===== config.mk =====
export PLATFORM = sky130hd
export DESIGN_NAME = commit_rat
export DESIGN_NICKNAME = d
export VERILOG_FILES = /design/src/rtl/commit_rat.sv
export SDC_FILE = /design/constraint.sdc
export NUM_CORES = 1
export LEC_CHECK = 0
export ABC_AREA = 0
export BUFFER_PORTS_ARGS = -buffer_cell sky130_fd_sc_hd__clkbuf_2
export CAP_MARGIN = 20
export CORE_MARGIN = 10
export CORE_UTILIZATION = 35
export CTS_CLUSTER_DIAMETER = 40
export CTS_CLUSTER_SIZE = 16
export DETAILED_ROUTE_END_ITERATION = 8
export PLACE_DENSITY_LB_ADDON = 0.1
export SLEW_MARGIN = 20
export SYNTH_ARGS = -nofsm -noshare
export SYNTH_HDL_FRONTEND = slang
export SYNTH_SLANG_ARGS = --single-unit

===== constraint.sdc =====
create_clock -name clk -period 7.15 [get_ports clk]
set_input_delay 1.0725 -clock clk [delete_from_list [all_inputs] [get_ports clk]]
set_output_delay 1.0725 -clock clk [all_outputs]
set_load 0.03 [all_outputs]

===== src/rtl/commit_rat.sv =====
// Commit-stage register alias table: it holds the retired arch-to-phys map and
// queues the superseded physical registers so the freelist can reclaim them.
module commit_rat #(
  parameter int NUM_ARCH     = 32,
  parameter int NUM_PHYS     = 64,
  parameter int COMMIT_W     = 2,
  parameter int FREE_Q_DEPTH = 8,
  localparam int AW = $clog2(NUM_ARCH),
  localparam int PW = $clog2(NUM_PHYS),
  localparam int CW = $clog2(FREE_Q_DEPTH) + 1
) (
  input  logic                             clk,
  input  logic                             rst,
  input  logic [COMMIT_W-1:0]              commit_valid_i,
  input  logic [COMMIT_W-1:0][AW-1:0]      commit_rd_i,
  input  logic [COMMIT_W-1:0][PW-1:0]      commit_pd_i,
  output logic                             commit_ready_o,
  output logic                             free_valid_o,
  output logic [PW-1:0]                    free_pd_o,
  input  logic                             free_ready_i,
  output logic [NUM_ARCH-1:0][PW-1:0]      arch_map_o,
  output logic [CW-1:0]                    free_count_o
);

  localparam int QW = (CW > 1) ? CW - 1 : 1;
  localparam logic [CW-1:0] MAX_CNT = CW'(FREE_Q_DEPTH - COMMIT_W);

  logic [NUM_ARCH-1:0][PW-1:0] arch_map_q, arch_map_d;
  logic [PW-1:0]               mem_q [FREE_Q_DEPTH];
  logic [QW-1:0]               head_q, tail_q;
  logic [CW-1:0]               count_q, count_d;
  logic [CW-1:0]               enq_cnt;
  logic [PW-1:0]               enq_pd [COMMIT_W];
  logic                        deq;

  // Room is judged on registered occupancy only; a same-cycle pop earns no credit.
  assign commit_ready_o = (count_q <= MAX_CNT);
  assign free_valid_o   = (count_q != '0);
  assign free_pd_o      = mem_q[head_q];
  assign free_count_o   = count_q;
  assign arch_map_o     = arch_map_q;
  assign deq            = free_valid_o && free_ready_i;

  // Walking lanes oldest-first through a running copy of the map makes a
  // younger lane with the same rd reclaim the older lane's pd automatically.
  always_comb begin
    arch_map_d = arch_map_q;
    enq_cnt    = '0;
    for (int k = 0; k < COMMIT_W; k++) enq_pd[k] = '0;
    for (int i = 0; i < COMMIT_W; i++) begin
      if (commit_ready_o && commit_valid_i[i] && (commit_rd_i[i] != '0)) begin
        enq_pd[enq_cnt]            = arch_map_d[commit_rd_i[i]];
        arch_map_d[commit_rd_i[i]] = commit_pd_i[i];
        enq_cnt                    = enq_cnt + CW'(1);
      end
    end
    arch_map_d[0] = '0;
    count_d = count_q + enq_cnt - CW'(deq);
  end

  always_ff @(posedge clk) begin
    if (rst) begin
      for (int i = 0; i < NUM_ARCH; i++) arch_map_q[i] <= PW'(i);
      head_q  <= '0;
      tail_q  <= '0;
      count_q <= '0;
    end else begin
      arch_map_q <= arch_map_d;
      tail_q     <= tail_q + QW'(enq_cnt);
      head_q     <= head_q + QW'(deq);
      count_q    <= count_d;
    end
  end

  // Storage needs no reset; the pointers alone define what is valid.
  always_ff @(posedge clk) begin
    for (int k = 0; k < COMMIT_W; k++) begin
      if (CW'(k) < enq_cnt) mem_q[tail_q + QW'(k)] <= enq_pd[k];
    end
  end

endmodule


# Yosys cells after proc, flatten, opt, wreduce, memory -nomap -nowiden
# Memory sizes are Yosys's and may differ from the RTL's. A register that Yosys moved wholly into a read port is not among the register bits.
# Index checks and enable logic that the tools add are counted.
[totals]
latchBits = 0
reg_bits = 202
in_bits = 27
word_cells = 87
ram_bits = 48
mem_bits_ro = 0
memories = 1
output_inout_bits = 204
[classes]
shift = 0
bitwise = 1
multipliers = 0
n_mux = 24
n_eq_ne = 0
addsub = 6
reduce_logical = 11
div = 0
magnitude_cmp = 9
[memory_table]
columns = ["name", "words", "width", "rd", "rd_clocked_by_memory_dff", "write_ports", "line_no", "text"]
rows = [
  ["mem_q", 8, 6, 1, 1, 2, "29", "logic [PW-1:0] mem_q [FREE_Q_DEPTH];"],
]
[ops]
columns = ["op", "count"]
rows = [
  ["$bwmux 192", 2],
  ["$mux 192", 2],
  ["$bmux 6 s5", 2],
  ["$demux 6 s5", 2],
  ["$mux 6", 6],
  ["$bwmux 12", 1],
  ["$lt 5x6->1 const B", 2],
  ["$mux 12", 1],
  ["$ge 5x1->1 const B", 2],
  ["$reduce_bool 5->1", 2],
  ["$logic_and 1x1->1", 8],
  ["$lt 1x4->1 const A", 2],
  ["$demux 6 s1", 1],
  ["$ge 5x2->1 const B", 1],
  ["$lt 5x1->1 const B", 1],
  ["$mux 1", 5],
  ["$not 4->5", 1],
  ["$add 4x1->4 const B", 1],
  ["$add 4x4->4", 1],
  ["$le 4x3->1 const B", 1],
  ["$mux 4", 1],
  ["$reduce_bool 4->1", 1],
  ["$sub 4x1->4", 1],
  ["$add 3x1->3", 1],
  ["3 further kinds", 3],
]

# Depth between registers and ports, before layout
# Gate-level depths: netlist of run 1.
[depth]
depth_word = 11
ltp_mapped = 16
mapped_depth_nobuf = 13

# Worst setup path before layout of run 1
# No wires, ideal clock.
[synth_path]
path_kind = "input -> register"
start = "input commit_rd_i[4] in the netlist's numbering"
end = "memory mem_q[0][0] in the netlist's numbering (data pin)"
setup_slack_ns = 3.096
required_time_ns = 6.878
arrival_time_ns = 3.782
path_buffers = 2
cell_stages = 10
path_cell_list = "buf_2 or3b_1 clkbuf_1 nor4_4 mux2_2 a2111oi_0 nand4_1 nor4_4 o21bai_1 o21ai_1"
[synth_lines]
columns = ["element", "line_no", "text"]
rows = [
  ["start, declared", "15", "input logic [COMMIT_W-1:0][AW-1:0] commit_rd_i,"],
  ["end, declared", "29", ""],
]

==> metrics, run 1 <==
remaining antenna violation count 0; fmax 190 MHz; final setup TNS 0 ns; nets 1896; final WL 78500 µm; cts hold-fix bufs 0; DRT iter0 DRCs 1842; Clock Latency Late Sink 0.61 ns; antenna violations before repair 3; Netlist Area Pre-Place 15800 µm²; count of final hold-check violations 0; Starting Density 35.6%; clock root cell clkbuf_16; Switching Fraction 33.2%; Synth Area per Inst 9.31 µm²; CTS Buf Count 54; placed cell area 17300 µm²; end of the worst hold path arch_map_o[156]; chip height 232 µm; design area 19200 µm²; Min-Delay Path Depth 2; Final setup viols 0; placed cells 2390; Worst Max-Slew Pin Slew 1.16 ns; DP Worst Slack 1.41 ns; slew margin rel. 22.4%; Via Count 15.4k; Final min period 5.26 ns; htree depth 2; arrival time at the worst endpoint 5.59 ns; first-pass GRT wire length 112000 µm; Clock Power Share 48.4%; internal power 3.63 mW; Flop pwr share 30.1%; Comb pwr share 21.5%; CP Launch Type input pin; CTS tree yes; status complete, no violations; worst setup margin 1.89 ns; Final period util 73.6%; Tot GR Track Use 28.1%; clock skew 0.0213 ns; layout cells sized above 1 26.0%; kind of critical path input pin to flop; Post-CTS Setup Inserts 0; Psw 1.80 mW; Synth top area share 24.8%; ys async rst share 0%; floorplan core area 44400 µm²; Min-Delay Path Class flop to flop; Via density 6.18; reg-to-reg endpoint mem_q[0][4]; Synth cell types 75; Post-Layout Cell Count 2493; top post-synthesis cells by area dfxtp_1 25%, mux2i_1 13%, edfxtp_1 9.1%; Min Hold Slack 0.610 ns; RSZ-0062 raised after global routing false; Worst Path Required 7.48 ns; pins over their slew limit 0; CP endpoint kind flop; Synth Instances 1696; Seq cells post-synth 244; Hold Crit Start arch_map_o[156]; I/O Pins 231; Synth area leader dfxtp_1; gpl congestion 0.970; Routed WL per cell 31.5 µm; Pleak 6.61 nW; part of the Yosys area used for sequential elements 34.0%; CTS max path bufs 3; hpwl dp 55900 µm; max-cap violations 0; top cells by count, synth 208 x mux2i_1, 196 x dfxtp_1, 156 x nor2_1, 152 x nand2_1, 119 x clkbuf_1; Ys Warns 0; top_reg_cell synth dfxtp_1; worst reg2reg path depth 10; drt drc 0; largest net degree at the start of global routing 104; cts repair resizes 0; power density cells 283 nW/µm²; die outline width 232 µm; Worst VDD drop 0.171 mV; total power 5.43 mW; EDFF count, synth 48; Die Footprint 54000 µm²; top-count cell post-synth mux2i_1; synth-to-layout area growth 21.3%; # rows 77; Pre-antenna DRT Iters 5; clk sink count 244; clock transition at the registers of the reported paths 0.05 ns; R2R setup slack 2.15 ns; Port Buffers 224; reg-to-reg critical path startpoint free_count_o[3]; vias in the first global route 15.1k; grt ovf 0; Final Util 43.2%; crit-path max FO 33
==> power groups by stage <==
stage	combinational, mW	clock (mW)	sequential, mW
3_3_place_gp	1.14	0	1.66
3_5_place_dp	1.15	0	1.66
4_1_cts	1.16	2.65	1.63
6_report	1.17	2.63	1.64
2_1_floorplan	0.761	0	1.66
5_1_grt	1.24	2.70	1.65
==> cells in the final DEF (no fill, tap or decap), drive strengths merged, types with 7 or more instances in the layout <==
master	instances
a211oi	105
a21oi	23
and2	10
buf	38
bufinv	7
clkbuf	284
clkinv	14
clkinvlp	7
dfxtp	196
edfxtp	48
ha	13
inv	25
mux2	34
mux2i	208
mux4	54
nand2	152
nand2b	84
nand3	43
nand4	8
nor2	156
nor2b	13
nor3	19
nor4	39
o211ai	17
o21ai	99
o22ai	89
or3	9
==> cell type report <==
type / count / area [µm²]
Antenna cell: 2 / 5.00
Clock buffer: 63 / 1440
Clock inverter: 38 / 453
Fill cell: 4442 / 25200
Inverter: 15 / 56.3
Multi-Input combinational cell: 1280 / 9710
Sequential cell: 244 / 5370
Tap cell: 592 / 741
Timing Repair Buffer: 259 / 1400
==> how the worst max path moves through the flow <==
stage / startpoint / end / slack (ns) / cells after the start
after floorplan: commit_rd_i[4] / mem_q[0][0] / 3.10 / 10
after global placement: commit_rd_i[0] / mem_q[0][0] / 1.45 / 9
after detailed placement: commit_rd_i[0] / mem_q[0][2] / 1.41 / 9
after CTS: commit_rd_i[0] / mem_q[0][2] / 2.03 / 9
after global routing: commit_rd_i[0] / mem_q[4][4] / 1.77 / 9
final: commit_rd_i[0] / mem_q[0][0] / 1.89 / 9
==> worst max-delay path, cell delays in order <==
cell and delay, ns:
buf_4 0.49, nand3b_1 0.77, nor4_4 0.81, mux2_2 0.42, a2111oi_0 0.73, nand4_1 0.26, nor4_4 0.72, o21bai_1 0.20
o21ai_1 0.07
==> flip-flops by register name, summed over array words and instances, names as in the netlist <==
name / flops
arch_map_o: 186
free_count_o: 4
tail_q: 3
mem_q: 48
head_q: 3
==> kinds of logic (layout without fill, tap and decap cells) <==
group	Yosys count	count (layout)	synth area share, %
AND/OR/NAND/NOR	565	565	19.8
AO/OA/AOI/OAI	392	392	16.4
multiplexers	296	296	23.3
flip-flops	244	244	34.0
buffers and inverters	177	375	4.83
adder cells (fa/ha/maj)	15	15	1.28
XOR/XNOR	6	6	0.333
other	1	8	0.0237
==> per-layer routing <==
layer | wire length [µm] | share of wire [%] | track usage (%) | vias to the layer above
li1 | - | - | - | 6696
met1 | 32300 | 41 | 36.5 | 7608
met2 | 35000 | 45 | 42.7 | 916
met3 | 8070 | 10 | 8.15 | 175
met4 | 3130 | 4.0 | 12.0 | 4
met5 | 27 | 0.034 | 0 | -
No activity file was read; power rests on OpenSTA's default activity.
==> inputs of run 2 (changes only) <==
==> constraint.sdc (replaced) <==
create_clock -name clk -period 4.75 [get_ports clk]
set_input_delay 0.7125 -clock clk [delete_from_list [all_inputs] [get_ports clk]]
set_output_delay 0.7125 -clock clk [all_outputs]
set_load 0.03 [all_outputs]
==> run 2 against run 1 <==
Register-to-register slack got worse by 1.7 ns. Total power up 46%. Cell area up 1.1%. Die area is the same. Cell count increased by 1.3%. First-iteration DRC count down 3.5%. Largest cell class unchanged.
==> metrics, run 2 (synthesis gave the netlist of run 1 again) <==
filler instances 4402; CP Launch Type flop; Pre-antenna DRT Iters 6; GR Util met3 5.80%; gpl congestion 1.01; gr busiest metal met2; # rows 77; remaining antenna violation count 0; slew margin rel. 23.1%; Largest register FFs 186; Critical-path top delay cell nor4_4; placed cell area 17600 µm²; Via density 6.07; antenna violations before repair 4; Clock Latency Late Sink 0.60 ns; die outline width 232 µm; Final period util 90.8%; power density cells 410 nW/µm²; Final setup viols 0; final setup TNS 0 ns; most frequent cells in the layout 221 x clkbuf_2, 208 x mux2i_1, 196 x dfxtp_1, 156 x nor2_1, 152 x nand2_1; hpwl dp 55700 µm; I/O Pins 231; kind of critical path flop to flop; fmax 232 MHz; arrival time at the worst endpoint 4.62 ns; nets 1932; largest net degree at the start of global routing 110; Min-Delay Path Class flop to flop; vias in the first global route 15.0k; CTS max path bufs 3; Largest stage delay, worst path 0.76 ns; Worst Path Required 5.05 ns; final WL 75500 µm; reg-to-reg endpoint mem_q[0][1]; pins over their slew limit 0; cts hold-fix bufs 0; end of the worst hold path arch_map_o[164]; Post-CTS Setup Inserts 0; count of final hold-check violations 0; commonest non-fill, non-tap cell in the layout clkbuf_2; DRT iter0 DRCs 1777; Hold Crit Start arch_map_o[164]; synth-to-layout area growth 22.6%; Routed WL per cell 29.9 µm; htree depth 2; Port Buffers 224; reg-to-reg critical path startpoint free_count_o[3]; clk sink count 244; grt ovf 0; RSZ-0062 raised after global routing false; critical-path cell list inv_1 -> ha_1 -> and3_2 -> buf_12 -> nor4_4 -> mux2i_1 -> o22ai_1 -> o21ai_0 -> nand4bb_1 -> nor2_1 -> o221ai_1; met2 Use GR 41.6%; Starting Density 35.6%; clock root cell clkbuf_16; CTS Buf Count 50; cts repair resizes 0; status complete, no violations; chip height 232 µm; floorplan core area 44400 µm²; Via Count 15.3k; Pleak 6.74 nW; worst reg2reg path depth 11; CTS tree yes; R2R setup slack 0.44 ns; CP endpoint kind flop; Min-Delay Path Depth 2; max-cap violations 0; clock transition at the registers of the reported paths 0.05 ns; layout cells sized above 1 27.2%; Worst Max-Slew Pin Slew 1.15 ns; grt met1 use 36.5%; Final min period 4.31 ns; clock skew 0.0180 ns; first-pass GRT wire length 109000 µm; Tot GR Track Use 27.1%; crit-path max FO 19; Worst VDD drop 0.263 mV; design area 19400 µm²; drt drc 0; Die Footprint 54000 µm²
## run 2: changes by cell type in the layout (fill, tap and decap cells not counted), sizes merged
cell      previous run  this run
clkinv              14        13
inv                 25        24
clkinvlp             7         9
buf                 38        78
clkbuf             284       277
## run 2: area by class of cell
| cell class | count | area [µm²] | share of cell area [%] |
|---|---|---|---|
| flip-flops and latches | 244 | 5370 | 27.7 |
| diodes | 2 | 5.00 | 0.0258 |
| repair buffers | 299 | 1730 | 8.95 |
| well taps | 592 | 741 | 3.82 |
| clock buffers | 56 | 1300 | 6.73 |
| multi-input cells | 1280 | 9700 | 50.1 |
| clock inverters | 38 | 462 | 2.38 |
| inverters | 15 | 56.3 | 0.291 |
## run 2: worst max-delay path by stage
stage | cells after the start | slack (ns) | from | to
after floorplan | 13 | 1.05 | free_count_o[3] | mem_q[1][4]
after global placement | 9 | 0.29 | commit_rd_i[4] | mem_q[0][1]
after detailed placement | 9 | 0.23 | commit_rd_i[4] | mem_q[0][1]
after CTS | 11 | 0.50 | free_count_o[3] | mem_q[0][1]
after global routing | 11 | 0.22 | free_count_o[3] | mem_q[0][1]
final | 11 | 0.44 | free_count_o[3] | mem_q[0][1]
## run 2: layer usage
layer | part of all wire, % | vias to the layer above | wire length (µm)
met1 | 42 | 7582 | 31600
li1 | - | 6763 | -
met5 | 0.036 | - | 27
met3 | 9.5 | 134 | 7190
met2 | 45 | 846 | 33900
met4 | 3.7 | 4 | 2790
## run 2: through the flow
step / util, % / hold slack (ns) / power [mW] / setup slack, ns / std cells
detailed placement: 39.6 / 0.593 / 4.27 / 0.229 / 2430
finish: 43.6 / 0.608 / 7.94 / 0.437 / 2526
global route: 43.6 / 0.631 / 8.23 / 0.220 / 2526
CTS: 43.6 / 0.607 / 7.97 / 0.505 / 2524
floorplan: - / 0.618 / 3.64 / 1.05 / 1701
global placement: 39.6 / 0.593 / 4.25 / 0.290 / 2430
## run 2: worst max-delay path: cells and delay by family, from the launching register on
kind,cells,cell delay [ns]
buffers and inverters,2,0.34
muxes,1,0.32
AOI/OAI and AO/OA,3,0.77
adders and majority gates,1,0.21
and+or+nand+nor,4,2.00
DFF,1,0.34
## run 2: report_power, final
group,internal (mW),switching (mW)
combinational,0.627,1.16
clock,2.39,1.31
sequential,2.31,0.149
total,5.32,2.62
